**src/rtl/morse_pkg.sv**
```systemverilog
// Shared types and default timing for the Morse press classifier.
// Latency: n/a (definitions only). Backpressure: n/a.
package morse_pkg;

    typedef enum logic [1:0] {
        ST_IDLE    = 2'd0,
        ST_PRESSED = 2'd1,
        ST_GAP     = 2'd2
    } state_t;

    localparam logic SYM_DOT  = 1'b0;
    localparam logic SYM_DASH = 1'b1;

    localparam int DEF_CLK_FREQ      = 100_000;
    localparam int DEF_DOT_MAX_MS    = 200;
    localparam int DEF_LETTER_GAP_MS = 600;
    localparam int DEF_WORD_GAP_MS   = 1400;
    localparam int DEF_MAX_SYMBOLS   = 5;

    localparam int MS_W = 16;

    function automatic logic [MS_W-1:0] sat_inc(input logic [MS_W-1:0] v);
        return (v == '1) ? v : v + 1'b1;
    endfunction

endpackage

```
**src/rtl/ms_tick_gen.sv**
```systemverilog
// Millisecond prescaler: one-clock tick every CLK_FREQ/1000 clocks, restartable by clr.
// Latency: tick is a decode of the count register. Backpressure: none.
module ms_tick_gen #(
    parameter int CLK_FREQ = 100_000
) (
    input  logic clk,
    input  logic rst_n,
    input  logic clr,
    output logic tick
);

    localparam int DIV = (CLK_FREQ / 1000 > 0) ? CLK_FREQ / 1000 : 1;
    localparam int CW  = (DIV > 1) ? $clog2(DIV) : 1;

    logic [CW-1:0] r_cnt;
    logic          w_wrap;

    assign w_wrap = (r_cnt == CW'(DIV - 1));
    assign tick   = w_wrap;

    always_ff @(posedge clk or negedge rst_n) begin
        if (!rst_n) begin
            r_cnt <= '0;
        end else if (clr || w_wrap) begin
            r_cnt <= '0;
        end else begin
            r_cnt <= r_cnt + 1'b1;
        end
    end

endmodule

```
**src/rtl/morse_press_classifier.sv**
```systemverilog
// Times debounced presses/gaps in ms, classifies dot/dash and groups symbols into letters.
// Latency: symbol, letter and word events are registered one clock after their deciding cycle. No backpressure.
module morse_press_classifier
    import morse_pkg::*;
#(
    parameter int CLK_FREQ      = DEF_CLK_FREQ,
    parameter int DOT_MAX_MS    = DEF_DOT_MAX_MS,
    parameter int LETTER_GAP_MS = DEF_LETTER_GAP_MS,
    parameter int WORD_GAP_MS   = DEF_WORD_GAP_MS,
    parameter int MAX_SYMBOLS   = DEF_MAX_SYMBOLS
) (
    input  logic                   clk,
    input  logic                   rst_n,
    input  logic                   btn_in,
    output logic                   sym_valid,
    output logic                   sym_is_dash,
    output logic                   letter_valid,
    output logic [MAX_SYMBOLS-1:0] letter_code,
    output logic [2:0]             letter_len,
    output logic                   letter_err,
    output logic                   word_gap,
    output logic                   busy
);

    state_t                 r_state;
    logic                   r_btn_d;
    logic                   r_armed;
    logic [MS_W-1:0]        r_ms_cnt;
    logic [MAX_SYMBOLS-1:0] r_code;
    logic [2:0]             r_sym_cnt;
    logic                   r_err_flag;
    logic                   r_letter_done;

    logic                   r_sym_valid;
    logic                   r_sym_is_dash;
    logic                   r_letter_valid;
    logic [MAX_SYMBOLS-1:0] r_letter_code;
    logic [2:0]             r_letter_len;
    logic                   r_letter_err;
    logic                   r_word_gap;

    logic                   w_rise;
    logic                   w_fall;
    logic                   w_edge;
    logic                   w_tick;
    logic [MS_W-1:0]        w_ms_now;
    logic                   w_dash;
    logic                   w_letter_hit;
    logic                   w_word_hit;

    assign w_rise = r_armed &  btn_in & ~r_btn_d;
    assign w_fall = r_armed & ~btn_in &  r_btn_d;
    assign w_edge = w_rise | w_fall;

    ms_tick_gen #(
        .CLK_FREQ (CLK_FREQ)
    ) u_ms_tick (
        .clk   (clk),
        .rst_n (rst_n),
        .clr   (w_edge),
        .tick  (w_tick)
    );

    // Elapsed ms including the tick completing in this cycle, so a press held
    // for exactly N ms of clocks reads N when its fall is sampled.
    assign w_ms_now = w_tick ? sat_inc(r_ms_cnt) : r_ms_cnt;
    assign w_dash   = (w_ms_now >= MS_W'(DOT_MAX_MS)) ? SYM_DASH : SYM_DOT;

    assign w_letter_hit = (r_state == ST_GAP) && !r_letter_done &&
                          (r_sym_cnt != 3'd0) && (w_ms_now == MS_W'(LETTER_GAP_MS));
    assign w_word_hit   = (r_state == ST_GAP) && (w_ms_now == MS_W'(WORD_GAP_MS));

    always_ff @(posedge clk or negedge rst_n) begin
        if (!rst_n) begin
            r_btn_d  <= 1'b0;
            r_armed  <= 1'b0;
            r_ms_cnt <= '0;
        end else begin
            r_btn_d <= btn_in;
            r_armed <= r_armed | ~btn_in;
            if (w_edge) begin
                r_ms_cnt <= '0;
            end else if (w_tick) begin
                r_ms_cnt <= sat_inc(r_ms_cnt);
            end
        end
    end

    always_ff @(posedge clk or negedge rst_n) begin
        if (!rst_n) begin
            r_state        <= ST_IDLE;
            r_code         <= '0;
            r_sym_cnt      <= 3'd0;
            r_err_flag     <= 1'b0;
            r_letter_done  <= 1'b0;
            r_sym_valid    <= 1'b0;
            r_sym_is_dash  <= 1'b0;
            r_letter_valid <= 1'b0;
            r_letter_code  <= '0;
            r_letter_len   <= 3'd0;
            r_letter_err   <= 1'b0;
            r_word_gap     <= 1'b0;
        end else begin
            r_sym_valid    <= 1'b0;
            r_letter_valid <= 1'b0;
            r_word_gap     <= 1'b0;
            case (r_state)
                ST_IDLE: begin
                    if (w_rise) begin
                        r_state <= ST_PRESSED;
                    end
                end
                ST_PRESSED: begin
                    if (w_fall) begin
                        r_sym_valid   <= 1'b1;
                        r_sym_is_dash <= w_dash;
                        if (r_sym_cnt < 3'(MAX_SYMBOLS)) begin
                            r_code    <= r_code |
                                         ({{(MAX_SYMBOLS-1){1'b0}}, w_dash} << r_sym_cnt);
                            r_sym_cnt <= r_sym_cnt + 3'd1;
                        end else begin
                            r_err_flag <= 1'b1;
                        end
                        r_letter_done <= 1'b0;
                        r_state       <= ST_GAP;
                    end
                end
                ST_GAP: begin
                    // A rise on the threshold cycle still closes the old letter;
                    // the buffer clears here before the new press is classified.
                    if (w_letter_hit) begin
                        r_letter_valid <= 1'b1;
                        r_letter_code  <= r_code;
                        r_letter_len   <= r_sym_cnt;
                        r_letter_err   <= r_err_flag;
                        r_code         <= '0;
                        r_sym_cnt      <= 3'd0;
                        r_err_flag     <= 1'b0;
                        r_letter_done  <= 1'b1;
                    end
                    if (w_word_hit) begin
                        r_word_gap <= 1'b1;
                        r_state    <= w_rise ? ST_PRESSED : ST_IDLE;
                    end else if (w_rise) begin
                        r_state <= ST_PRESSED;
                    end
                end
                default: r_state <= ST_IDLE;
            endcase
        end
    end

    assign sym_valid    = r_sym_valid;
    assign sym_is_dash  = r_sym_is_dash;
    assign letter_valid = r_letter_valid;
    assign letter_code  = r_letter_code;
    assign letter_len   = r_letter_len;
    assign letter_err   = r_letter_err;
    assign word_gap     = r_word_gap;
    assign busy         = (r_state != ST_IDLE);

endmodule

```
**config.mk**
```make
export PLATFORM = sky130hd
export DESIGN_NAME = morse_press_classifier
export DESIGN_NICKNAME = d
export VERILOG_FILES = /design/src/rtl/morse_pkg.sv /design/src/rtl/ms_tick_gen.sv /design/src/rtl/morse_press_classifier.sv
export SDC_FILE = /design/constraint.sdc
export NUM_CORES = 1
export LEC_CHECK = 0
export ABC_AREA = 0
export CAP_MARGIN = 10
export CORE_UTILIZATION = 52
export CTS_CLUSTER_SIZE = 10
export DETAILED_ROUTE_END_ITERATION = 16
export GPL_ROUTABILITY_DRIVEN = 0
export PLACE_DENSITY = 0.71
export SYNTH_ARGS = -nofsm -noshare
export SYNTH_HDL_FRONTEND = slang
export SYNTH_SLANG_ARGS = --single-unit
export TNS_END_PERCENT = 5
```
**constraint.sdc**
```tcl
create_clock -name clk -period 5.15 [get_ports clk]
set_input_delay 1.03 -clock clk [delete_from_list [all_inputs] [get_ports clk]]
set_output_delay 1.03 -clock clk [all_outputs]
set_load 0.01 [all_outputs]
```
==> flow_summary.html <==
<table>
<tr><th>Metric</th><th>Value</th></tr>
<tr><th colspan="2">Run status</th></tr>
<tr><td>Run status</td><td>finished, final reports clean</td></tr>
<tr><th colspan="2">Layout</th></tr>
<tr><td>Area growth from synthesis to layout</td><td>10.2%</td></tr>
<tr><td>Antenna diode instance count</td><td>0</td></tr>
<tr><td>Final net count</td><td>around 290</td></tr>
<tr><td>Final-layout fill cell count</td><td>around 460</td></tr>
<tr><td>Fraction of layout instances using a drive strength above 1</td><td>8.33%</td></tr>
<tr><th colspan="2">Clocking</th></tr>
<tr><td>Count of instances resized after the clock tree is built</td><td>0</td></tr>
<tr><td>Postcts setup bufs</td><td>0</td></tr>
<tr><td>Number of clock sinks</td><td>50</td></tr>
<tr><td>Clock tree from TritonCTS</td><td>built</td></tr>
<tr><td>CTS Buf Count</td><td>5</td></tr>
<tr><td>Number of hold-repair buffers added at the cts stage</td><td>0</td></tr>
<tr><td>Worst skew pair latency</td><td>300 ps</td></tr>
<tr><td>Clock Root Buffer</td><td>sky130_fd_sc_hd__clkbuf_8</td></tr>
<tr><td>H-Tree Level Count</td><td>2</td></tr>
<tr><td>Maximum buffer depth of the clock tree</td><td>2</td></tr>
<tr><td>Clock-pin slew of the registers on the worst-case setup and hold paths</td><td>approximately 90 ps</td></tr>
<tr><th colspan="2">Synthesis</th></tr>
<tr><td>Number of distinct library cells after synthesis</td><td>56</td></tr>
<tr><td>Largest area contributor in the synthesized netlist</td><td>sky130_fd_sc_hd__dfrtp_1</td></tr>
<tr><td>Most frequent cell after synthesis</td><td>sky130_fd_sc_hd__dfrtp_1</td></tr>
<tr><td>Portion of the post-synthesis area used by sequential elements</td><td>between 40% and 50%</td></tr>
<tr><td>Post-Syn Nets</td><td>approximately 280</td></tr>
<tr><td>Syn avg cell area</td><td>roughly 9.9 um2</td></tr>
<tr><td>Top area cells in the synthesized netlist</td><td>sky130_fd_sc_hd__dfrtp_1 (45%), sky130_fd_sc_hd__nor2_1 (5.1%), sky130_fd_sc_hd__xnor2_1 (4.5%), sky130_fd_sc_hd__mux2_1 (3.3%), sky130_fd_sc_hd__nand3_1 (2.7%)</td></tr>
<tr><td>Post-Syn Instances</td><td>~280</td></tr>
<tr><td>Async set-reset flop share out of synthesis</td><td>100%</td></tr>
<tr><td>Yosys warning total</td><td>0</td></tr>
<tr><td>Total of flip-flops plus latches after synthesis</td><td>50</td></tr>
<tr><td>Proportion of netlist area held by the largest area contributor</td><td>between 40 and 50%</td></tr>
<tr><td>Top_reg_cell synth</td><td>sky130_fd_sc_hd__dfrtp_1</td></tr>
<tr><td>Summed instance area of the synthesized netlist</td><td>roughly 2800 um2</td></tr>
<tr><td>EDFF count, synth</td><td>0</td></tr>
<tr><td>Top cells by count, synth</td><td>sky130_fd_sc_hd__dfrtp_1 (50), sky130_fd_sc_hd__nor2_1 (37), sky130_fd_sc_hd__nand2_1 (17)</td></tr>
<tr><th colspan="2">Setup path</th></tr>
<tr><td>Worst path required time</td><td>around 5400 ps</td></tr>
<tr><td>Kind of start point of the critical path</td><td>flop</td></tr>
<tr><td>Sort of element at the end of the critical path</td><td>flop</td></tr>
<tr><td>Kind of critical path</td><td>flop to flop</td></tr>
<tr><td>CP max FO</td><td>14</td></tr>
<tr><td>Worst path arrival time</td><td>slightly below 4000 ps</td></tr>
<tr><th colspan="2">Drt</th></tr>
<tr><td>Average routed wire per standard cell</td><td>around 15 um</td></tr>
<tr><td>Final ANT Viol Nets</td><td>0</td></tr>
<tr><td>Starting DRC count in detailed routing</td><td>between 100 and 150</td></tr>
<tr><td>Via density per instance</td><td>about 5.7</td></tr>
<tr><td>Iteration count of the initial detailed-routing pass</td><td>4</td></tr>
<tr><td>Total number of vias</td><td>around 2000</td></tr>
<tr><td>Final routed wirelength across all metal layers</td><td>5310 um</td></tr>
<tr><td>Number of DRC violations after detailed routing</td><td>0</td></tr>
<tr><th colspan="2">Placed design</th></tr>
<tr><td>Worst setup slack before clock tree synthesis</td><td>about 1400 ps</td></tr>
<tr><td>Post-detailed-placement half-perimeter wirelength</td><td>3760 um</td></tr>
<tr><td>Number of port buffers</td><td>16</td></tr>
<tr><th colspan="2">Timing</th></tr>
<tr><td>Time the worst path needs with I/O delays and setup</td><td>about 3700 ps</td></tr>
<tr><td>Actual transition at the worst max-transition pin</td><td>1080 ps</td></tr>
<tr><td>Unrepaired setup endpoints after global routing</td><td>no</td></tr>
<tr><td>Pins over their slew limit</td><td>0</td></tr>
<tr><td>Final critical-path setup slack</td><td>1410 ps</td></tr>
<tr><td>Final TNS setup</td><td>0 ps</td></tr>
<tr><td>Maximum clock skew at final layout</td><td>between 2 and 3 ps</td></tr>
<tr><td>Final setup vio count</td><td>0</td></tr>
<tr><td>Achievable Freq</td><td>around 0.27 GHz</td></tr>
<tr><td>Number of hold-slack violations in the final timing report</td><td>0</td></tr>
<tr><td>Final critical-path share of the clock period</td><td>72.5%</td></tr>
<tr><td>Worst relative slew slack</td><td>roughly 28%</td></tr>
<tr><th colspan="2">Pwr</th></tr>
<tr><td>Fraction of power consumed by sequential logic</td><td>about 53%</td></tr>
<tr><td>Fraction of power consumed by the clock network</td><td>roughly 33%</td></tr>
<tr><td>Power per Cell Area</td><td>approximately 290 nW/um2</td></tr>
<tr><td>Peak ir drop on the vdd network</td><td>roughly 0.22 mV</td></tr>
<tr><td>Part of the power in combinational logic</td><td>around 14%</td></tr>
<tr><td>Sw power</td><td>approximately 240 uW</td></tr>
<tr><td>Standby leakage power</td><td>around 0.0013 uW</td></tr>
<tr><td>Net switching share of the total power</td><td>between 20% and 30%</td></tr>
<tr><td>Total internal power</td><td>approximately 630 uW</td></tr>
<tr><th colspan="2">GRT</th></tr>
<tr><td>Global Route Usage Sum</td><td>20.8%</td></tr>
<tr><td>Largest net degree at the start of global routing</td><td>51</td></tr>
<tr><td>Vias in the first global route</td><td>~1900</td></tr>
<tr><td>Wire length of the first global-routing pass</td><td>8770 um</td></tr>
<tr><td>Initial antenna violation count</td><td>0</td></tr>
<tr><td>GR Overflow Total</td><td>0</td></tr>
<tr><th colspan="2">Die</th></tr>
<tr><td>Die footprint</td><td>between 5000 and 6000 um2</td></tr>
<tr><td>Effective utilization at floorplan</td><td>around 54%</td></tr>
<tr><td>Num rows</td><td>26</td></tr>
<tr><td>Boundary pin count</td><td>17</td></tr>
<tr><td>Vertical die dimension</td><td>74.7 um</td></tr>
<tr><td>Core box area</td><td>slightly above 5000 um2</td></tr>
<tr><td>Die span in x</td><td>~75 um</td></tr>
<tr><th colspan="2">Job</th></tr>
<tr><td>Number of maximum-capacitance violations</td><td>0</td></tr>
<tr><th colspan="2">Hold path</th></tr>
<tr><td>Worst hold path type</td><td>flop to flop</td></tr>
</table>
[layer usage]
| metal | wire length, um | part of all wire (%) | vias up | track usage (%) |
|---|---|---|---|---|
| li1 | - | - | 1007 | - |
| met4 | 89 | 1.7 | 0 | 7.13 |
| met1 | 2580 | 49 | 997 | 27.9 |
| met3 | 180 | 3.4 | 8 | 4.55 |
| met2 | 2460 | 46 | 34 | 33.3 |
| met5 | 0 | 0 | - | 0 |
[final timing paths]
path                                  end  slack, ps         from  cells after the start
setup / recovery                r_code[0]       1410  r_ms_cnt[0]                      8
hold / removal             letter_code[3]        490    r_code[3]                      1
setup reg to reg                r_code[0]       1410  r_ms_cnt[0]                      8
hold reg to reg            letter_code[3]        490    r_code[3]                      1
max in group asynchronous  letter_code[3]       3560        rst_n                      1
min in group asynchronous    r_ms_cnt[14]        900        rst_n                      1
[cells by family (layout without fill, tap and decap cells)]
logic type,after synthesis,after routing,synth area share (%)
AND/OR/NAND/NOR,134,134,27.3
multiplexers,13,13,5.14
buffers and inverters,21,32,3.91
AO/OA/AOI/OAI,34,34,9.60
XOR/XNOR,21,21,6.69
flip-flops,50,50,45.5
adder cells (fa/ha/maj),4,4,1.82
[flip-flops by register name, indices dropped and copies added (netlist names), 2 cells and up]
| signal | cells |
|---|---|
| r_ms_cnt | 16 |
| u_ms_tick.r_cnt | 7 |
| r_sym_cnt | 3 |
| r_state | 2 |
| r_code | 5 |
| letter_code | 5 |
| letter_len | 3 |
[worst max-delay path: stages (launching register included)]
cell,delay (ps)
sky130_fd_sc_hd__dfrtp_1,450
sky130_fd_sc_hd__ha_1,240
sky130_fd_sc_hd__nand3_1,230
sky130_fd_sc_hd__or4_1,610
sky130_fd_sc_hd__and3_1,220
sky130_fd_sc_hd__or4b_4,520
sky130_fd_sc_hd__a2111oi_4,920
sky130_fd_sc_hd__inv_2,150
sky130_fd_sc_hd__a22o_1,270
[cell usage in the layout (no fill, tap or decap), drive strengths merged, types with 7 or more instances in the layout]
master / netlist / layout
nor2: 37 / 37
nand2: 17 / 17
xnor2: 14 / 14
o21ai: 10 / 10
xor2: 7 / 7
nor3: 11 / 11
inv: 8 / 9
nand3: 15 / 15
dfrtp: 50 / 50
mux2: 9 / 9
clkdlybuf4s50: 0 / 15
[area by class of cell]
type	instances	area [um2]	area share, %
timing repair buffer	16	155	5.12
sequential	50	1250	41.3
clock inverter	3	47.5	1.57
inverter	8	30.0	0.991
multi-input combinational	206	1390	45.9
clock buffer	5	68.8	2.27
tap	70	87.6	2.89
[power by group through the flow]
stage / clock, uW / combinational, uW / sequential (uW)
6_report: 283 / 122 / 461
5_1_grt: 306 / 143 / 466
4_1_cts: 289 / 123 / 461
3_5_place_dp: 0 / 122 / 468
3_3_place_gp: 0 / 121 / 468
2_1_floorplan: 0 / 79.2 / 459
[stage by stage]
step | cell area (um2) | hold slack [ps] | cells | util [%] | total power [uW]
floorplan | 2750 | 455 | 277 | - | 538
global placement | 2920 | 471 | 350 | 57.1 | 589
detailed placement | 2920 | 473 | 350 | 57.1 | 590
CTS | 3030 | 496 | 358 | 59.4 | 873
global route | 3030 | 506 | 358 | 59.4 | 915
finish | 3030 | 491 | 358 | 59.4 | 865
Note: power is estimated with default switching activity, not from simulation.
==> edit (same settings) <==
The package constant `DEF_CLK_FREQ` goes from 100_000 to 50_000.
--- a/src/rtl/morse_pkg.sv
+++ b/src/rtl/morse_pkg.sv
@@ -11,7 +11,7 @@
     localparam logic SYM_DOT  = 1'b0;
     localparam logic SYM_DASH = 1'b1;
 
-    localparam int DEF_CLK_FREQ      = 100_000;
+    localparam int DEF_CLK_FREQ      = 50_000;
     localparam int DEF_DOT_MAX_MS    = 200;
     localparam int DEF_LETTER_GAP_MS = 600;
     localparam int DEF_WORD_GAP_MS   = 1400;
Function: no difference found for any inputs over 10 cycles, from zero or initial values and one cycle with rst_n low; that may be too few to reach the edited logic, so the function may still have changed.
==> edit against the original RTL <==
Routed wire length down 0.21%. Synthesized area down 1.0%. Utilization up 2.5 points. Maximum frequency up 29%. Count of clock-buffer cells in the layout up 1. Combinational power down 5%. Sequential cell count down 1. Clock power down 17%. Sequential power down 4%. Worst setup slack better by 840 ps. Power down 7.9%. Final area down 0.41%. Critical endpoint is now letter_code[2]. Highest routed layer unchanged.
==> edit: results (changes against the original RTL) <==
Run status
  – Status: complete, no violations

Global route
  – GR Util met3: 4.34% (-0.22 points)
  – Initial antenna violation count: 0 (unchanged)
  – First-pass GRT wire length: 9030 um (+2.9%)
  – Met2 Resource Use GR: 31.4% (-1.9 points)
  – Pin count of the biggest net entering global routing: 50 (-2.0%)
  – Total GRT Usage: 21.7% (+0.93 points)
  – Number of global-route vias before repair: 1865 (-3.7%)
  – Met1 Track Usage GR: 32.7% (+4.8 points)

CTS
  – Clock transition at the registers of the reported paths: 90 ps (about the same)
  – Clock latency on the worst-skew pair: 300 ps (about the same)

Power
  – Pleak: 1.30 nW (+3.0%)
  – Power Density: 264 mW/mm^2 (-7.5%)
  – Max VDD drop: 0.227 mV (+1.0%)

Final layout
  – Count of multi-input gates: 198 (-3.9%)
  – Largest regs: r_ms_cnt: 16 flops, u_ms_tick.r_cnt: 6 flops
  – # nets final: 285 (-3.1%)
  – Register area: 0.00123 sq mm (-2.0%)
  – NonClk Buf Share: 5.80% (+0.68 points)
  – Non-clock buffers: 17 (+1)
  – Multi-input gate area: 0.00142 sq mm (+1.7%)
  – Fillcell total: 446 (-2.0%)
  – Post-route insts no fill: 345 (-3.6%)
  – Clock Buffer Count: 6 (+1)
  – Final clock-cell share: 3.19% (-0.65 points)
  – Layout cells sized above 1: 14.4% (+6.1 points)
  – Inverter count: 6 (-2)

Critical path
  – R2r endpoint: letter_code[2]
  – Crit Path Max Fanout: 19 (+5)
  – Reg2Reg Depth: 7 (-1)
  – Largest stage delay, worst path: 460 ps (-460 ps)
  – Crit path max-delay cell type: dfrtp_1
  – R2R setup slack: 2250 ps (+840 ps)

Min path
  – Hold Crit Start: r_letter_done
  – Hold Path Depth: 2 (+1)
  – Hold EP: r_letter_done

Synth
  – Ranking of synthesized cells by area: dfrtp_1, mux2_2, nor2_1, nand2_1, xor2_1
  – Synth top cells by count: dfrtp_1, nor2_1, nand2_1
  – Syn Nets: 272 (-4.2%)
  – Synth cell types: 58 (+3.6%)
  – Post-Synthesis Cells: 264 (-4.7%)
  – Sequential fraction of the synthesis area: 45.1% (-0.44 points)
  – Seq cells post-synth: 49 (-2.0%)

Route
  – Met3 wire len: 181 um (+0.56%)
  – Via Count: 2006 (-2.0%)
  – DRT iter0 DRCs: 106 (+1.9%)
  – M1 WL: 2760 um (+6.9%)
  – Routed WL: 5300 um (-0.21%)
  – Max Used Layer: met4
  – Metal2 WL: 2300 um (-6.5%)

Placed design
  – HPWL Detailed: 3770 um (+0.26%)
  – Placed cell area: 0.00290 sq mm (-0.43%)
  – Placed insts: 336 (-4.0%)
  – Dpl ws: 2210 ps (+765 ps)

Floorplan
  – Die ar.: 0.00553 sq mm (-1.0%)

STA
  – Max Freq: 0.345 GHz (+29%)
  – Slew margin rel.: 57.5% (+30 points)
  – Worst Skew: 4.38 ps (+1.51 ps)
  – WHS: 490 ps (-1.15 ps)
-- edit: changes by cell type after synthesis, sizes merged, moves of 5 or more --
| cell | delta |
|---|---|
| xnor2 | -7 |
| nand4 | +5 |
| nor2 | -9 |
| and4 | +5 |
-- edit: worst register-to-register path: stages (launching register included) --
cell and delay [ps]:
dfrtp_1 460, ha_1 290, nand3_1 300, o2111ai_1 410
xor2_1 220, nor4b_2 410, nand4_4 320, mux2_2 380
-- edit: report_power, final --
group	switching (mW)	total (mW)	internal (mW)
sequential	0.0324	0.444	0.411
clock	0.127	0.236	0.109
combinational	0.0654	0.116	0.0511
-- edit: cell families (layout without fill, tap and decap cells) --
group,count (synthesis),in the layout,synth area share [%]
buffers and inverters,17,31,2.94
muxes,13,13,5.24
AOI/OAI and AO/OA,42,42,11.6
DFF,49,49,45.1
xor gates and xnor gates,15,15,4.83
adders and majority gates,5,5,2.30
and+or+nand+nor,123,123,28.0
